### config.mk
export PLATFORM = sky130hd
export DESIGN_NAME = dualshock_poller
export DESIGN_NICKNAME = d
export VERILOG_FILES = /design/src/rtl/dualshock_poller.sv
export SDC_FILE = /design/constraint.sdc
export NUM_CORES = 1
export LEC_CHECK = 0
export BUFFER_PORTS_ARGS = -buffer_cell sky130_fd_sc_hd__buf_2
export CORE_ASPECT_RATIO = 1.1
export CORE_MARGIN = 2
export CORE_UTILIZATION = 55
export CTS_CLUSTER_SIZE = 25
export DETAILED_ROUTE_END_ITERATION = 8
export PLACE_DENSITY = 0.82
export SLEW_MARGIN = 40
export SYNTH_ARGS = -nofsm -noshare
export SYNTH_HDL_FRONTEND = slang
export SYNTH_SLANG_ARGS = --single-unit
export TNS_END_PERCENT = 1
### constraint.sdc
create_clock -name clk -period 5.73 [get_ports clk]
set_input_delay 0.2865 -clock clk [delete_from_list [all_inputs] [get_ports clk]]
set_output_delay 0.2865 -clock clk [all_outputs]
set_load 0.01 [all_outputs]
### src/rtl/dualshock_poller.sv
// Purpose : polls a DualShock pad (0x01 0x42 0x00 0x00 0x00) and publishes the active-low button word.
// Latency : outputs update one cycle after the frame's DONE cycle; frames repeat POLL_INTERVAL cycles after DONE.
// Backpress: none; the pad link is master-driven and consumers just sample pad_buttons/pad_id on frame_valid.
// Ports   : clk/reset (sync, active-high); pad_dat/pad_ack async pad inputs (2-FF synchronized);
//           pad_att/pad_clk/pad_cmd pad link outputs; pad_buttons/pad_id last good frame data;
//           frame_valid one-cycle update strobe; link_error sticky until the next good frame.
module dualshock_poller #(
  parameter int CLK_DIV       = 100,
  parameter int POLL_INTERVAL = 833_333,
  parameter int ACK_TIMEOUT   = 5000,
  parameter int BYTE_GAP      = 500
) (
  input  logic        clk,
  input  logic        reset,
  input  logic        pad_dat,
  input  logic        pad_ack,
  output logic        pad_att,
  output logic        pad_clk,
  output logic        pad_cmd,
  output logic [15:0] pad_buttons,
  output logic [7:0]  pad_id,
  output logic        frame_valid,
  output logic        link_error
);

  localparam int MAX_A   = (CLK_DIV > BYTE_GAP) ? CLK_DIV : BYTE_GAP;
  localparam int MAX_B   = (POLL_INTERVAL > ACK_TIMEOUT) ? POLL_INTERVAL : ACK_TIMEOUT;
  localparam int CNT_MAX = (MAX_A > MAX_B) ? MAX_A : MAX_B;
  localparam int CW      = $clog2(CNT_MAX + 1);

  localparam logic [CW-1:0] IDLE_LAST = CW'(POLL_INTERVAL - 1);
  localparam logic [CW-1:0] GAP_LAST  = CW'(BYTE_GAP - 1);
  localparam logic [CW-1:0] HALF_LAST = CW'(CLK_DIV - 1);
  localparam logic [CW-1:0] ACK_LAST  = CW'(ACK_TIMEOUT - 1);

  typedef enum logic [2:0] {IDLE, ATT_SETUP, SHIFT, ACK_WAIT, GAP, DONE} state_t;

  state_t        state_q, state_d;
  logic [CW-1:0] cnt_q, cnt_d;
  logic [2:0]    bit_idx_q, bit_idx_d;
  logic [2:0]    byte_idx_q, byte_idx_d;
  logic          phase_q, phase_d;       // 0 = pad_clk low half, 1 = high half
  logic          abort_q, abort_d;
  logic [7:0]    rx_sh_q, rx_sh_d;
  logic [7:0]    rx1_q, rx1_d, rx2_q, rx2_d, rx3_q, rx3_d, rx4_q, rx4_d;
  logic          dat_meta_q, dat_meta_d, dat_sync_q, dat_sync_d;
  logic          ack_meta_q, ack_meta_d, ack_sync_q, ack_sync_d;
  logic          pad_att_q, pad_att_d, pad_clk_q, pad_clk_d, pad_cmd_q, pad_cmd_d;
  logic [15:0]   buttons_q, buttons_d;
  logic [7:0]    id_q, id_d;
  logic          frame_valid_q, frame_valid_d, link_error_q, link_error_d;

  // Poll command: byte 0 = 0x01, byte 1 = 0x42, remaining bytes 0x00.
  function automatic logic cmd_bit(input logic [2:0] byte_sel, input logic [2:0] bit_sel);
    logic [7:0] cmd_byte;
    case (byte_sel)
      3'd0:    cmd_byte = 8'h01;
      3'd1:    cmd_byte = 8'h42;
      default: cmd_byte = 8'h00;
    endcase
    return cmd_byte[bit_sel];
  endfunction

  always_comb begin
    state_d       = state_q;
    cnt_d         = cnt_q + CW'(1);
    bit_idx_d     = bit_idx_q;
    byte_idx_d    = byte_idx_q;
    phase_d       = phase_q;
    abort_d       = abort_q;
    rx_sh_d       = rx_sh_q;
    rx1_d         = rx1_q;
    rx2_d         = rx2_q;
    rx3_d         = rx3_q;
    rx4_d         = rx4_q;
    buttons_d     = buttons_q;
    id_d          = id_q;
    frame_valid_d = 1'b0;
    link_error_d  = link_error_q;
    dat_meta_d    = pad_dat;
    dat_sync_d    = dat_meta_q;
    ack_meta_d    = pad_ack;
    ack_sync_d    = ack_meta_q;

    case (state_q)
      IDLE: begin
        if (cnt_q == IDLE_LAST) begin
          state_d = ATT_SETUP;
          cnt_d   = '0;
        end
      end
      ATT_SETUP: begin
        if (cnt_q == GAP_LAST) begin
          state_d    = SHIFT;
          cnt_d      = '0;
          byte_idx_d = 3'd0;
          bit_idx_d  = 3'd0;
          phase_d    = 1'b0;
        end
      end
      SHIFT: begin
        if (cnt_q == HALF_LAST) begin
          cnt_d = '0;
          if (!phase_q) begin
            phase_d = 1'b1;
          end else begin
            // Last cycle of the high half: the pad has had the whole bit time to settle DAT.
            rx_sh_d[bit_idx_q] = dat_sync_q;
            phase_d            = 1'b0;
            if (bit_idx_q == 3'd7) begin
              bit_idx_d = 3'd0;
              case (byte_idx_q)
                3'd1:    rx1_d = rx_sh_d;
                3'd2:    rx2_d = rx_sh_d;
                3'd3:    rx3_d = rx_sh_d;
                3'd4:    rx4_d = rx_sh_d;
                default: ;
              endcase
              state_d = (byte_idx_q == 3'd4) ? DONE : ACK_WAIT;
            end else begin
              bit_idx_d = bit_idx_q + 3'd1;
            end
          end
        end
      end
      ACK_WAIT: begin
        // ACK wins over a timeout that expires in the same cycle.
        if (!ack_sync_q) begin
          state_d = GAP;
          cnt_d   = '0;
        end else if (cnt_q == ACK_LAST) begin
          state_d = DONE;
          cnt_d   = '0;
          abort_d = 1'b1;
        end
      end
      GAP: begin
        if (cnt_q == GAP_LAST) begin
          state_d    = SHIFT;
          cnt_d      = '0;
          byte_idx_d = byte_idx_q + 3'd1;
          bit_idx_d  = 3'd0;
          phase_d    = 1'b0;
        end
      end
      DONE: begin
        state_d = IDLE;
        cnt_d   = '0;
        abort_d = 1'b0;
        if (!abort_q && (rx1_q == 8'h41 || rx1_q == 8'h73) && rx2_q == 8'h5A) begin
          buttons_d     = {rx4_q, rx3_q};
          id_d          = rx1_q;
          frame_valid_d = 1'b1;
          link_error_d  = 1'b0;
        end else begin
          link_error_d  = 1'b1;
        end
      end
      default: begin
        state_d = IDLE;
        cnt_d   = '0;
      end
    endcase

    // Pad pins are registered from the next-state view so they line up with state_q.
    pad_att_d = (state_d == IDLE) || (state_d == DONE);
    pad_clk_d = !((state_d == SHIFT) && !phase_d);
    pad_cmd_d = (state_d == SHIFT) ? cmd_bit(byte_idx_d, bit_idx_d) : 1'b1;
  end

  always_ff @(posedge clk) begin
    if (reset) begin
      state_q       <= IDLE;
      cnt_q         <= '0;
      bit_idx_q     <= 3'd0;
      byte_idx_q    <= 3'd0;
      phase_q       <= 1'b0;
      abort_q       <= 1'b0;
      rx_sh_q       <= 8'h00;
      rx1_q         <= 8'h00;
      rx2_q         <= 8'h00;
      rx3_q         <= 8'h00;
      rx4_q         <= 8'h00;
      dat_meta_q    <= 1'b1;
      dat_sync_q    <= 1'b1;
      ack_meta_q    <= 1'b1;
      ack_sync_q    <= 1'b1;
      pad_att_q     <= 1'b1;
      pad_clk_q     <= 1'b1;
      pad_cmd_q     <= 1'b1;
      buttons_q     <= 16'hFFFF;
      id_q          <= 8'h00;
      frame_valid_q <= 1'b0;
      link_error_q  <= 1'b0;
    end else begin
      state_q       <= state_d;
      cnt_q         <= cnt_d;
      bit_idx_q     <= bit_idx_d;
      byte_idx_q    <= byte_idx_d;
      phase_q       <= phase_d;
      abort_q       <= abort_d;
      rx_sh_q       <= rx_sh_d;
      rx1_q         <= rx1_d;
      rx2_q         <= rx2_d;
      rx3_q         <= rx3_d;
      rx4_q         <= rx4_d;
      dat_meta_q    <= dat_meta_d;
      dat_sync_q    <= dat_sync_d;
      ack_meta_q    <= ack_meta_d;
      ack_sync_q    <= ack_sync_d;
      pad_att_q     <= pad_att_d;
      pad_clk_q     <= pad_clk_d;
      pad_cmd_q     <= pad_cmd_d;
      buttons_q     <= buttons_d;
      id_q          <= id_d;
      frame_valid_q <= frame_valid_d;
      link_error_q  <= link_error_d;
    end
  end

  assign pad_att     = pad_att_q;
  assign pad_clk     = pad_clk_q;
  assign pad_cmd     = pad_cmd_q;
  assign pad_buttons = buttons_q;
  assign pad_id      = id_q;
  assign frame_valid = frame_valid_q;
  assign link_error  = link_error_q;

endmodule

After elaboration in Yosys (flattened, before gate mapping)
Index checks and enable logic that the tools add are counted.
Widths: inputs -> output; s select.
- flip-flop bits (word level): 104
- latch bits: 0
- RAM bits: 0
- bits in read-only memories: 0
- input bits: 4
- logic and storage cells: 113
- memories: 0
- $add $sub $neg: 3
- $mul: 0
- divide/modulo/power cells: 0
- $lt $le $gt $ge: 3
- equality and inequality tests: 22
- shifts and indexed selects: 0
- multiplexer cells: 38
- bitwise operators: 2
- reduce and logical (&&, ||, !) cells: 23
- operator list (kind ; count):
    $mux 20 ; 5
    $pmux 20 s4 ; 1
    $mux 3 ; 14
    $eq 8x7->1 const B ; 3
    $add 20x1->20 const B ; 1
    $eq 20x13->1 const B ; 1
    $eq 20x20->1 const B ; 1
    $eq 20x7->1 const B ; 1
    $eq 20x9->1 const B ; 1
    $reduce_and 5->1 ; 4
    $eq 3x2->1 const B ; 5
    $eq 3x3->1 const B ; 5
    $pmux 7 s2 ; 1
    $pmux 3 s2 ; 2
    $pmux 3 s4 ; 1
    $eq 3x1->1 const B ; 3
    $logic_not 3->1 ; 3
    $mux 1 ; 9
    $bwmux 8 ; 1
    $lt 3x4->1 const B ; 2
    $add 3x1->3 const B ; 2
    $reduce_and 3->1 ; 2
    $reduce_or 2->1 ; 3
    $logic_and 1x1->1 ; 4
    other kinds (10) ; 16

Longest topological paths before layout
- depth after elaboration: 9
- gate-level depth with buffers: 13
- depth with buffers taken out: 12

Least setup slack after synthesis
OpenSTA, ideal clock, no wires.
- path type: register to register
- start point: register cnt_q[0]
- end point: register rx1_q[2]
- setup time: 0.128 ns
- arrival time: 2.584 ns
- slack: 3.018 ns
- stages on the path, launching flop included: 13
- path buffers: 1
- clock period less this slack: 2.712 ns
- cell sequence: dfxtp_1 ha_1 nor3b_1 and4_1 nand2_1 nor2_1 ha_1 inv_1 nor2_1 nand4_1 clkbuf_1 a21oi_1 nor2_1
- cells in the longest elaborated chain, start to end: 2
- RTL lines (element ; RTL line ; source):
    start, declared ; 39 ; logic [CW-1:0] cnt_q, cnt_d;
    start signal, assigned ; 197 ; cnt_q <= cnt_d;
    $eq 20x7->1 ; 102 ; if (cnt_q == HALF_LAST) begin
    $reduce_and 5->1 (no line) ; - ;
    end signal, assigned ; 203 ; rx1_q <= rx1_d;
    end, declared ; 45 ; logic [7:0] rx1_q, rx1_d, rx2_q, rx2_d, rx3_q, rx3_d, rx4_q, rx4_d;
Every way passes these cells.
A chain may end at the register's enable or synchronous reset.

Worst setup path after layout
- start point: register cnt_q[0]
- end point: register rx1_q[3]
Same word-level chain as after synthesis.

==> flow_metrics.tcl <==
set metrics [dict create \
    grt_start_max_net_pins 79 \
    synth_cell_type_count 58 \
    clock-skew-final_ps 11.8 \
    critPathArrivalTime_ps 3710 \
    grt.overflow.total 0 \
    row_count 34 \
    clk_latency_ps 380 \
    fin_crit_sh_pct 60.5 \
    ctsResizeCount 0 \
    ys_seq_area_share_pct 45.3 \
    syn_avg_cell_area_um2 8.82 \
    h-tree-depth 3 \
    cts-root-buf "clkbuf_8" \
    dpl.hpwl_um 6470 \
    ant_nets 0 \
    min_period_ps 3470 \
    drt-pass1-iter-count 4 \
    maxSlewHeadroom_pct 46.1 \
    cellPowerDensity_mw_per_mm2 243 \
    ys_top_cells_by_area "dfxtp_1 (45%), nor2_1 (8.1%), a211oi_1 (4.1%)" \
    num_vias 3663 \
    stdcell_area_mm2 0.00496 \
    total_leakage_power_nw 1.74 \
    cts_sinks 104 \
    cap_viol_max_count 0 \
    slew_viol_final 0 \
    synth_cells 521 \
    yosysWarningCount 0 \
    required_ps 5970 \
    hold_class "primary input to register" \
    synthFlopType "dfxtp_1" \
    antenna_found_initial 0 \
    ir_worst_vdd_mv 0.137 \
    io_pins 33 \
    hold_viol_final 0 \
    first_global_vias 3376 \
    status "complete, no violations" \
    start_kind "register" \
    die_w_um 91.1 \
    die_h_um 99.8 \
    grt_usage_pct 21.7 \
    dieArea_mm2 0.00910 \
    yosys.cell_count.top_type "dfxtp_1" \
    synthArstFlopShare_pct 0 \
    nets 548 \
    core_region_area_mm2 0.00800 \
    drt_iter0_markers 251 \
    gp_congestion 0.908 \
    endpoint_kind "register" \
    synthesis.area_mm2 0.00459 \
    wl_per_cell_um 14.8 \
    worst_slew_pin_slew_ps 797 \
    clockBufferDepth 2 \
    rsz0062_at_grt "false" \
    cts.clk_slew.worst_paths_ps 110 \
    grt_first_pass_wirelength_um 16100 \
    port_buffers 32 \
    cts_buffers 9 \
    max_freq_mhz 288 \
    ys_top_cells_by_count "dfxtp_1 (104), nor2_1 (99), a21oi_1 (28)" \
    synth_edf_count 0 \
    num_antenna_cells 0 \
    drive_above_1_share_pct 12.5 \
    fin_setup_tns_ps 0 \
    via_per_inst 5.67 \
    place_area_mm2 0.00477 \
    drc_errors 0 \
    yosys.area.top_type "dfxtp_1" \
    syn2layout_area_growth_pct 8.09 \
    ys_ff_latch 104 \
    tritoncts "built" \
    setup_viol_count_final 0 \
    synth_nets 536 \
    routed_wl_um 9540 \
    path_max_fanout 19 \
    crit_type "register to register" \
    start_util_pct 57.4 \
    post-cts-setup-buffers 0 \
    synth_top_area_share_pct 45.3 \
    cts_hold_buf 0 \
]
stage by stage:
step                      utilization [%]  cells  power (mW)  setup WS, ps  hold WS, ps
final                                62.1    646        1.21          2260         92.6
after global routing                 62.1    646        1.25          1830         81.8
after CTS                            62.1    646        1.21          2290         83.0
after detailed placement             59.6    630       0.770          2320          394
after global placement               59.6    630       0.769          2180          397
after floorplan                         -    521       0.764          3020          389
worst paths after layout:
kind               from    endpoint  slack [ps]  depth (start not counted)
min             pad_dat  dat_meta_q          90                          2
min reg2reg  ack_meta_q  ack_sync_q         420                          1
max reg2reg    cnt_q[0]    rx1_q[3]        2260                         11
max            cnt_q[0]    rx1_q[3]        2260                         11
registers in the layout, summed over array words and instances (netlist names), 3 cells and up:
| signal | flops |
|---|---|
| rx4_q | 8 |
| pad_buttons | 16 |
| state_q | 3 |
| rx_sh_q | 8 |
| rx1_q | 8 |
| pad_id | 8 |
| bit_idx_q | 3 |
| rx3_q | 8 |
| cnt_q | 20 |
| rx2_q | 8 |
| byte_idx_q | 3 |
final cells by class:
class / instances / area, um2
inverter: 9 / 33.8
fill: 739 / 3030
clock inverter: 7 / 73.8
clock buffer: 9 / 124
sequential: 104 / 2080
tap: 108 / 135
timing repair buffer: 35 / 183
multi-input combinational: 374 / 2330
cells in the final DEF (no fill, tap or decap), types with 10 or more instances in the layout:
master      n
xor2_1     10
a211o_1    17
a211oi_1   25
nand2_1    27
ha_1       11
nand3_1    13
a21oi_1    28
dfxtp_1   104
buf_2      32
nor2b_1    18
nor2_1     98
logic make-up (layout without fill, tap and decap cells):
kind of cell             Yosys count  in the layout  synth area share [%]
flip-flops                       104            104                  45.3
multiplexers                       9              9                  1.96
AND/OR/NAND/NOR                  234            234                  26.6
XOR/XNOR                          19             19                  3.62
adder cells (fa/ha/maj)           11             11                  3.00
AO/OA/AOI/OAI                    101            101                  15.5
buffers and inverters             43             60                  3.95
power breakdown:
| group | internal (mW) | leakage (nW) | switching [mW] |
|---|---|---|---|
| sequential | 0.726 | 0.840 | 0.00380 |
| clock | 0.172 | 0.101 | 0.280 |
| combinational | 0.00762 | 0.799 | 0.0170 |
| total | 0.906 | 1.74 | 0.301 |
layer usage:
layer	GRT usage (%)	share of wire, %	vias to the layer above
li1	-	-	1856
met1	29.6	48	1719
met3	4.05	4.4	10
met2	34.6	47	78
met5	0	0	-
met4	7.93	1.2	0
worst max-delay path: stages (launching register included):
cell and delay [ps]:
dfxtp_1 410, ha_1 230, nor3b_1 390, and4_1 340, nand2_1 90, nor2_1 110
ha_1 160, inv_1 60, nor2_2 540, nand4_1 610, a21oi_1 340, nor2_1 60
No activity file was read; power rests on OpenSTA's default activity.
